**src/rtl/contador_hex.sv**
```systemverilog
// Hex count stage for the seven-segment display path: button sync/edge detect,
// run/pause FSM, prescaler and up/down counter. Define CONT_DEBOUNCE_EN to add button debouncers.
module contador_hex #(
  parameter int unsigned DIV       = 50_000_000,
  parameter int unsigned DB_CYCLES = 1_000_000
) (
  input  logic       clk,
  input  logic       rst_n,
  input  logic       btn_run,
  input  logic       btn_clr,
  input  logic       up_dn,
  output logic [3:0] cont,
  output logic       tc,
  output logic       running
);

  localparam int unsigned PW = (DIV > 1) ? $clog2(DIV) : 1;
  localparam int unsigned NB = 2;

  typedef enum logic {PAUSE = 1'b0, RUN = 1'b1} state_e;

  if (DIV < 1 || DB_CYCLES < 1) begin : g_bad_param
    $error("contador_hex: DIV and DB_CYCLES must be >= 1");
  end

  // Bit order {up_dn, btn_clr, btn_run}; button index 0 = run, 1 = clr.
  logic [2:0]    sync1_q, sync2_q;
  logic [1:0]    vld_q;
  logic [NB-1:0] lvl_c, lvl_prev_q, arm_q, arm_d, pulse_c;

  // A button only arms once it has been seen released after reset, so a
  // button held through reset release cannot produce a pulse.
  always_comb begin
    arm_d   = arm_q | ({NB{vld_q[1]}} & ~sync2_q[NB-1:0]);
    pulse_c = lvl_c & ~lvl_prev_q & arm_q;
  end

  always_ff @(posedge clk or negedge rst_n) begin
    if (!rst_n) begin
      sync1_q    <= '0;
      sync2_q    <= '0;
      vld_q      <= '0;
      arm_q      <= '0;
      lvl_prev_q <= '0;
    end else begin
      sync1_q    <= {up_dn, btn_clr, btn_run};
      sync2_q    <= sync1_q;
      vld_q      <= {vld_q[0], 1'b1};
      arm_q      <= arm_d;
      lvl_prev_q <= lvl_c;
    end
  end

`ifdef CONT_DEBOUNCE_EN
  localparam int unsigned DW = $clog2(DB_CYCLES + 1);

  logic [NB-1:0]         db_q, db_d;
  logic [NB-1:0][DW-1:0] db_cnt_q, db_cnt_d;

  // Accept a new level after DB_CYCLES consecutive mismatching cycles.
  always_comb begin
    db_d     = db_q;
    db_cnt_d = '0;
    for (int i = 0; i < int'(NB); i++) begin
      if (sync2_q[i] != db_q[i]) begin
        if (db_cnt_q[i] == DW'(DB_CYCLES - 1)) begin
          db_d[i] = sync2_q[i];
        end else begin
          db_cnt_d[i] = db_cnt_q[i] + DW'(1);
        end
      end
    end
  end

  always_ff @(posedge clk or negedge rst_n) begin
    if (!rst_n) begin
      db_q     <= '0;
      db_cnt_q <= '0;
    end else begin
      db_q     <= db_d;
      db_cnt_q <= db_cnt_d;
    end
  end

  assign lvl_c = db_q;
`else
  assign lvl_c = sync2_q[NB-1:0];
`endif

  logic          run_p, clr_p, up_s, tick_c;
  state_e        state_q, state_d;
  logic [PW-1:0] presc_q, presc_d;
  logic [3:0]    cont_q, cont_d;
  logic          tc_q, tc_d;

  assign run_p  = pulse_c[0];
  assign clr_p  = pulse_c[1];
  assign up_s   = sync2_q[2];
  assign tick_c = (state_q == RUN) && (presc_q == PW'(DIV - 1));

  // Clear wins over tick; a tick in the cycle of a RUN->PAUSE toggle still applies.
  always_comb begin
    state_d = state_q;
    presc_d = presc_q;
    cont_d  = cont_q;
    tc_d    = 1'b0;
    if (run_p) begin
      state_d = (state_q == RUN) ? PAUSE : RUN;
    end
    if (clr_p) begin
      presc_d = '0;
      cont_d  = '0;
    end else if (tick_c) begin
      presc_d = '0;
      cont_d  = up_s ? (cont_q + 4'd1) : (cont_q - 4'd1);
      tc_d    = up_s ? (cont_q == 4'hF) : (cont_q == 4'h0);
    end else if (state_q == RUN) begin
      presc_d = presc_q + PW'(1);
    end
  end

  always_ff @(posedge clk or negedge rst_n) begin
    if (!rst_n) begin
      state_q <= PAUSE;
      presc_q <= '0;
      cont_q  <= '0;
      tc_q    <= 1'b0;
    end else begin
      state_q <= state_d;
      presc_q <= presc_d;
      cont_q  <= cont_d;
      tc_q    <= tc_d;
    end
  end

  assign cont    = cont_q;
  assign tc      = tc_q;
  assign running = (state_q == RUN);

endmodule
```
**config.mk**
```make
export PLATFORM = sky130hd
export DESIGN_NAME = contador_hex
export DESIGN_NICKNAME = d
export VERILOG_FILES = /design/src/rtl/contador_hex.sv
export SDC_FILE = /design/constraint.sdc
export NUM_CORES = 1
export LEC_CHECK = 0
export CORE_MARGIN = 3
export CORE_UTILIZATION = 63
export CTS_CLUSTER_DIAMETER = 150
export DETAILED_ROUTE_END_ITERATION = 10
export GPL_ROUTABILITY_DRIVEN = 0
export PLACE_DENSITY_LB_ADDON = 0.08
export SETUP_SLACK_MARGIN = 0.5
export SKIP_LAST_GASP = 1
export SYNTH_ARGS = -nofsm -noshare
export SYNTH_HDL_FRONTEND = slang
export SYNTH_SLANG_ARGS = --single-unit
export TNS_END_PERCENT = 5
```
**constraint.sdc**
```tcl
create_clock -name clk -period 3.64 [get_ports clk]
set_input_delay 0.728 -clock clk [delete_from_list [all_inputs] [get_ports clk]]
set_output_delay 0.728 -clock clk [all_outputs]
set_load 0.01 [all_outputs]
```
==> out/metrics.yaml, run 1 <==
async_flop_share: 1.00
finalSetupTns_ns: 0
vias_per_cell: 6.07
cp_slowest_cell: "dfrtp_1"
setup_viol: 0
htreeDepth: 2
io_pins: 11
cp.arrival_ns: 2.67
dr.first_iter.drc_count: 176
grt-ovfl-total: 0
ir_drop_mv: 0.300
cp.required_ns: 3.87
hold_viol: 0
slew_headroom: 0.393
synth_common_cells: "dfrtp_1 (44), nor2_1 (28), nand2_1 (19), xnor2_1 (12), a21oi_1 (11)"
cts_buffer_depth: 2
cp_max_fo: 16
cts.sinks: 44
path_depth: 5
clock_skew_ns: 0.0137
rsz0062_at_grt: "false"
post_drt_wl_per_cell_um: 15.6
fin_crit_ns: 2.45
layout-drive-gt1-share: 0.0819
die_w_um: 65.0
drc_errors: 0
firstDrtPassIters: 4
max-cap-violations: 0
synth_edf_count: 0
grt_pass1_wl_um: 7730
synth_area_leaders: "dfrtp_1 (50%), nor2_1 (4.8%), xnor2_1 (4.8%)"
syn_nets: 230
power_density_mw_per_mm2: 414
synth_seq_cells: 44
fill_cells: 244
cp-endpoint: "presc_q[6]"
synth_cell_types: 42
rrSetupSlack_ns: 1.20
worstSetupEndpointType: "register"
grt_start_max_net_pins: 45
syn_area_mm2: 0.00219
cts.root.buffer_cell: "clkbuf_4"
place_inst: 268
wl_um: 4310
start_util: 0.690
area_growth_syn_to_layout_pct: 9.30
nNetsFinal: 240
dp_hpwl_um: 3090
crit_chain: "and2_1 -> and4b_1 -> nand4_1 -> nand2_1 -> nor2_1"
hold_path.class: "register to register"
post-route-period-util: 0.672
cts.hold.buffers_added: 0
grt_pass1_vias: 1761
antenna_found_initial: 0
r2r_cells: 5
fp.dieH_um: 65.0
yosys.area.top_type_share: 0.502
r2r_end: "presc_q[6]"
post_cts_resized: 0
yosys_warnings: 0
num_vias: 1674
worst_pin_slew_ns: 0.911
port_buffers: 10
worstSetupStartpoint: "running"
clkTransAtPathRegs_ns: 0.12
slowest_delay_ns: 0.65
die-area_mm2: 0.00422
post-cts-setup-buffers: 0
worstSetupPathType: "register to register"
r2r_start: "running"
cp_top_family: "simple AND/OR/NAND/NOR gates"
clock_latency_ns: 0.37
avgSynthCellArea_um2: 9.92
antennaDiodeCount: 0
fmax_mhz: 409
path_buf_inv: 0
ys.flop_type: "dfrtp_1"
cp-start-kind: "register"
final_cells: 276
cts_tree: "done"
numCtsBuffers: 5
maxSlewViolCount: 0
grt_use_total: 0.239
core_mm2: 0.00318
synth_cells: 221
num_rows: 20
yosysTopAreaCell: "dfrtp_1"
status: "complete, no violations"
seq_area_frac_synth: 0.502
ant_nets: 0
yosysMostFrequentCell: "dfrtp_1"
p_leak_nw: 1.03
layout make-up:
| type | instances | area [µm²] | area share |
|---|---|---|---|
| inverter | 7 | 26.3 | 0.0110 |
| timing repair buffer | 10 | 95.1 | 0.0397 |
| multi-input combinational | 163 | 1030 | 0.431 |
| sequential | 44 | 1100 | 0.460 |
| clock inverter | 3 | 47.5 | 0.0198 |
| clock buffer | 5 | 37.5 | 0.0157 |
| tap | 44 | 55.1 | 0.0230 |
where the power goes:
group | total (mW) | internal [mW] | switching, mW
Combinational | 0.119 | 0.0462 | 0.0726
Sequential | 0.562 | 0.515 | 0.0472
Clock | 0.311 | 0.147 | 0.164
kinds of logic (layout without fill, tap and decap cells):
family,count (synthesis),after routing,share of synthesized area
flops,44,44,0.502
compound gates,29,29,0.0788
mux,2,2,0.00970
simple gates,107,107,0.275
buf+inv,14,25,0.0263
other cells,1,1,0.00171
xor+xnor,20,20,0.0799
fa+ha+maj,4,4,0.0263
per-layer routing:
layer / up-vias / wire [µm] / track usage
li1: 799 / - / -
met1: 809 / 1830 / 0.279
met2: 51 / 2190 / 0.420
met3: 15 / 183 / 0.0520
met4: 0 / 110 / 0.103
met5: - / 0 / 0
state kept, by name (all words and copies together), names as in the netlist:
register    flops
arm_q           2
cont            4
lvl_prev_q      2
presc_q        26
running         1
sync1_q         3
sync2_q         3
tc              1
vld_q           2
through the flow:
step	utilization	total power [mW]	hold WS [ns]	setup WS (ns)	cell area [µm²]
after floorplan	-	0.639	0.331	1.87	2190
after global placement	0.727	0.684	0.338	1.32	2310
after detailed placement	0.727	0.689	0.336	1.27	2310
after CTS	0.754	1.00	0.376	1.23	2400
after global routing	0.754	1.04	0.388	1.03	2400
final	0.754	0.992	0.372	1.20	2400
worst min-delay path by stage:
stage                     depth (start not counted)  slack (ns)    endpoint       start
final                                             0        0.37    vld_q[1]    vld_q[0]
after global routing                              0        0.39  sync2_q[0]  sync1_q[0]
after CTS                                         0        0.38    vld_q[1]    vld_q[0]
after detailed placement                          0        0.34  sync2_q[2]  sync1_q[2]
after global placement                            0        0.34  sync2_q[0]  sync1_q[0]
after floorplan                                   0        0.33  sync2_q[0]  sync1_q[0]
placed cells by master (no fill, tap or decap), types with 2 or more instances in the layout:
cell,count
a211oi_1,3
a21o_1,3
a21oi_1,11
and2_1,2
and3_1,4
and4_1,2
clkbuf_4,5
clkdlybuf4s50_1,9
clkinv_4,2
dfrtp_1,44
ha_1,3
inv_1,7
nand2_1,19
nand3_1,10
nand3_2,2
nand3b_1,3
nand4_1,10
nor2_1,28
nor3_1,4
nor4_1,6
o21ai_0,8
or3_1,3
or4_1,3
or4b_1,2
xnor2_1,12
xor2_1,8
Note: power is estimated with default switching activity, not from simulation.
==> run 2, diff against run 1 <==
--- a/config.mk
+++ b/config.mk
@@ -6,7 +6,7 @@
 export NUM_CORES = 1
 export LEC_CHECK = 0
 export CORE_MARGIN = 3
-export CORE_UTILIZATION = 63
+export CORE_UTILIZATION = 59
 export CTS_CLUSTER_DIAMETER = 150
 export DETAILED_ROUTE_END_ITERATION = 10
 export GPL_ROUTABILITY_DRIVEN = 0
==> constraint.sdc (replaced) <==
create_clock -name clk -period 2.56 [get_ports clk]
set_input_delay 0.512 -clock clk [delete_from_list [all_inputs] [get_ports clk]]
set_output_delay 0.512 -clock clk [all_outputs]
set_load 0.01 [all_outputs]
==> run 2 against run 1 <==
- non-clock buffer count rose by 7
- flip-flop and latch count did not move
- routed wire length grew 4.5%
- combinational power rose by 82%
- clock-buffer cell count unchanged
- via count rose by 2.4%
- sequential power up 37%
- cell area is 3.6% higher
- die area is 6.2% higher
- worst hold slack got worse by 0.043 ns
- worst setup slack lost 0.63 ns
- final cell count is 3.3% higher
==> out/metrics.yaml, run 2 (synthesis gave the netlist of run 1 again) <==
cp_max_fo: 7
htreeDepth: 2
post_drt_wl_per_cell_um: 15.8
nNetsFinal: 247
dr.first_iter.drc_count: 165
slowest_delay_ns: 0.54
num_vias: 1715
grt_use_total: 0.243
largest_reg_flops: 26
fill_cells: 265
worst_pin_slew_ns: 0.919
final_cell_mix: "dfrtp_1 (44), nor2_1 (28), nand2_1 (19)"
layout-drive-gt1-share: 0.109
p_leak_nw: 1.07
cts.sinks: 44
clock_latency_ns: 0.30
hold-worst-slack_ns: 0.329
rsz0062_at_grt: "true"
wl_um: 4510
clock_skew_ns: 0.00770
crit_chain: "or4b_1 -> nor3_2 -> nand2_2 -> or3_1 -> a21oi_1"
drc_errors: 0
fin_crit_ns: 1.99
r2r_cells: 5
rrSetupSlack_ns: 0.57
hold_viol: 0
place_area_mm2: 0.00235
grt-ovfl-total: 0
slew_headroom: 0.387
ant_nets: 0
die-area_mm2: 0.00448
cp.required_ns: 2.78
largest-register: "presc_q"
antennaDiodeCount: 0
hold_path.class: "primary input to async pin"
clkTransAtPathRegs_ns: 0.09
path_buf_inv: 0
power_density_mw_per_mm2: 617
status: "complete, no violations"
final_core_util: 0.716
cts.root.buffer_cell: "clkbuf_8"
final_area_mm2: 0.00248
post-route-period-util: 0.777
worstSetupPathType: "register to register"
finalSetupTns_ns: 0
core_mm2: 0.00347
num_rows: 21
maxSlewViolCount: 0
grt_pass1_vias: 1793
ir_drop_mv: 0.529
mostFrequentLayoutCell: "dfrtp_1"
worstSetupEndpointType: "register"
fmax_mhz: 502
dp_hpwl_um: 3040
vias_per_cell: 6.02
r2r_start: "presc_q[7]"
grt_start_max_net_pins: 45
place_inst: 275
cts_buffer_depth: 2
grt_pass1_wl_um: 7970
io_pins: 11
cp_top_family: "simple AND/OR/NAND/NOR gates"
firstDrtPassIters: 4
cts_tree: "done"
fp.dieH_um: 67.0
r2r_end: "cont[3]"
cp-start-kind: "register"
numCtsBuffers: 5
final_cells: 285
area_growth_syn_to_layout_pct: 13.2
max-cap-violations: 0
cp_slowest_cell: "or4b_1"
setup_viol: 0
die_w_um: 67.0
antenna_found_initial: 0
start_util: 0.632
port_buffers: 10
cp.arrival_ns: 2.21
==> run 2: metrics by stage <==
stage / power [mW] / setup WS, ns
floorplan: 0.908 / 0.789
global placement: 0.989 / 0.655
detailed placement: 0.992 / 0.583
CTS: 1.54 / 0.532
global route: 1.60 / 0.416
finish: 1.53 / 0.570
==> run 2: what timing repair did <==
action | CTS | global route
buffers inserted | 0 | 2
endpoints found under the setup margin | 0 | 28
hold buffers | 0 | 0
resized for setup | 0 | 0
==> run 2: worst max-delay path by stage <==
| stage | cells after the start | startpoint | slack (ns) | endpoint |
|---|---|---|---|---|
| detailed placement | 7 | presc_q[0] | 0.58 | cont[0] |
| finish | 5 | presc_q[7] | 0.57 | cont[3] |
| global route | 6 | presc_q[0] | 0.42 | presc_q[24] |
| CTS | 7 | presc_q[0] | 0.53 | cont[0] |
| global placement | 7 | presc_q[0] | 0.65 | cont[2] |
| floorplan | 6 | presc_q[0] | 0.79 | presc_q[24] |
==> run 2: layer usage <==
metal,up-vias,track usage,routed length [µm]
met5,-,0,0
met4,0,0.122,130
met3,17,0.0624,277
met2,70,0.408,2270
met1,811,0.286,1830
li1,817,-,-
==> run 2: where the power goes <==
group	total, mW	switching, mW	internal, mW
Clock	0.544	0.250	0.294
Combinational	0.217	0.140	0.0761
Sequential	0.770	0.0374	0.733
==> run 2: worst reg2reg max path, delay by kind of cell, from the launching register on <==
kind,cells,cell delay [ns]
AND/OR/NAND/NOR,4,1.29
flip-flops,1,0.47
AO/OA/AOI/OAI,1,0.16
==> run 2: cell type report <==
| class | instances | area, µm² | area share |
|---|---|---|---|
| Clock inverter | 3 | 47.5 | 0.0192 |
| Clock buffer | 5 | 68.8 | 0.0277 |
| Timing Repair Buffer | 17 | 148 | 0.0595 |
| Multi-Input combinational cell | 163 | 1030 | 0.416 |
| Tap cell | 46 | 57.6 | 0.0232 |
| Inverter | 7 | 26.3 | 0.0106 |
| Sequential cell | 44 | 1100 | 0.444 |
==> run 3, diff against run 2 <==
==> constraint.sdc (replaced) <==
create_clock -name clk -period 1.98 [get_ports clk]
set_input_delay 0.396 -clock clk [delete_from_list [all_inputs] [get_ports clk]]
set_output_delay 0.396 -clock clk [all_outputs]
set_load 0.01 [all_outputs]
==> run 3 against run 2 <==
- combinational power up 72%
- routed wire length up 3.8%
- worst hold slack worse by 0.18 ns
- largest power group unchanged
==> out/metrics.yaml, run 3 (synthesis gave the netlist of run 1 again) <==
status: "complete, no violations"
port_buffers: 10
cp-start-kind: "register"
worstSetupEndpointType: "register"
cts_tree: "done"
finalSetupTns_ns: 0
largest_reg_flops: 26
place_area_mm2: 0.00243
clock_latency_ns: 0.30
max-cap-violations: 0
hold-worst-slack_ns: 0.152
ant_nets: 0
grt-ovfl-total: 0
grt_pass1_vias: 1781
dr.first_iter.drc_count: 132
gr-usage-met2: 0.395
ir_drop_mv: 0.655
grt_use_total: 0.240
path_buf_inv: 0
fill_cells: 227
multi_input_area_mm2: 0.00109
die-area_mm2: 0.00448
layout-drive-gt1-share: 0.238
cts.sinks: 44
antenna_found_initial: 0
cp_top_family: "simple AND/OR/NAND/NOR gates"
core_mm2: 0.00347
p_leak_nw: 1.19
area_growth_syn_to_layout_pct: 23.7
grt_pass1_wl_um: 8070
final_cell_mix: "dfrtp_1 (39), nor2_1 (27), buf_4 (27)"
hold_viol: 0
seq_area_mm2: 0.00111
cts.root.buffer_cell: "clkbuf_8"
cts.hold.buffers_added: 0
clkTransAtPathRegs_ns: 0.09
largest-register: "presc_q"
r2r_end: "presc_q[24]"
maxSlewViolCount: 0
vias_per_cell: 5.78
final_area_mm2: 0.00271
fp.dieH_um: 67.0
dp_hpwl_um: 3140
firstDrtPassIters: 4
worstSetupPathType: "register to register"
die_w_um: 67.0
slew_headroom: 0.645
cp_slowest_cell: "or4b_4"
numCtsBuffers: 5
num_vias: 1770
final_cells: 306
rsz0062_at_grt: "true"
cp.arrival_ns: 2.08
nNetsFinal: 268
hold_path.class: "primary input to async pin"
gr-usage-met1: 0.307
r2r_cells: 6
r2r_start: "presc_q[1]"
rrSetupSlack_ns: 0.14
start_util: 0.632
mostFrequentLayoutCell: "dfrtp_1"
cp_max_fo: 3
setup_viol: 0
antennaDiodeCount: 0
drc_errors: 0
power_mw: 2.08
gr-max-usage-layer: "met2"
place_inst: 283
final_core_util: 0.782
worst_pin_slew_ns: 0.533
post-route-period-util: 0.930
crit_chain: "ha_4 -> nand2_4 -> nor4_4 -> nand3_2 -> or4b_4 -> a21oi_2"
fmax_mhz: 543
post_drt_wl_per_cell_um: 15.3
fin_crit_ns: 1.84
clock_skew_ns: 0.00897
post-place-ws_ns: 0.104
worst_slack_ns: 0.139
cts_buffer_depth: 2
wl_um: 4680
num_rows: 21
htreeDepth: 2
grt_start_max_net_pins: 45
grt_use_met3: 0.0489
power_density_mw_per_mm2: 765
cp.required_ns: 2.22
io_pins: 11
slowest_delay_ns: 0.53
run 3: cell count changes in the layout (fill, tap and decap cells not counted), moves of 2 or more:
cell | before | now
clkinv_4 | 2 | 0
or4b_4 | 0 | 2
a21oi_2 | 0 | 2
or4b_1 | 2 | 0
dfrtp_1 | 44 | 39
a21oi_1 | 11 | 9
buf_4 | 7 | 27
dfrtp_2 | 0 | 5
run 3: timing repair:
item	4_1_cts	5_1_grt
buffers inserted	9	6
pin swaps	3	7
resized for setup	5	11
endpoints found under the setup margin	36	36
run 3: routing by layer:
layer  vias to the layer above  wire length, µm
li1                        851                -
met1                       860             1980
met2                        51             2370
met3                         8              252
met4                         0               76
met5                         -                0
run 3: worst max-delay path by stage:
stage	from	to	slack (ns)	depth (start not counted)
after CTS	presc_q[7]	cont[3]	0.17	5
after detailed placement	presc_q[11]	cont[3]	0.10	5
after floorplan	presc_q[11]	cont[3]	0.22	6
after global placement	presc_q[11]	presc_q[24]	0.13	5
final	presc_q[1]	presc_q[24]	0.14	6
after global routing	presc_q[1]	presc_q[24]	0.09	6
run 3: cell type report:
cell class              count  area share
flip-flops and latches     44       0.408
multi-input cells         163       0.401
repair buffers             38       0.117
clock buffers               5      0.0254
well taps                  46      0.0212
clock inverters             3      0.0171
inverters                   7     0.00969
run 3: power breakdown:
part	leakage (nW)	switching (mW)	internal, mW
clock	0.0548	0.321	0.380
sequential	0.568	0.0543	0.947
combinational	0.570	0.206	0.167
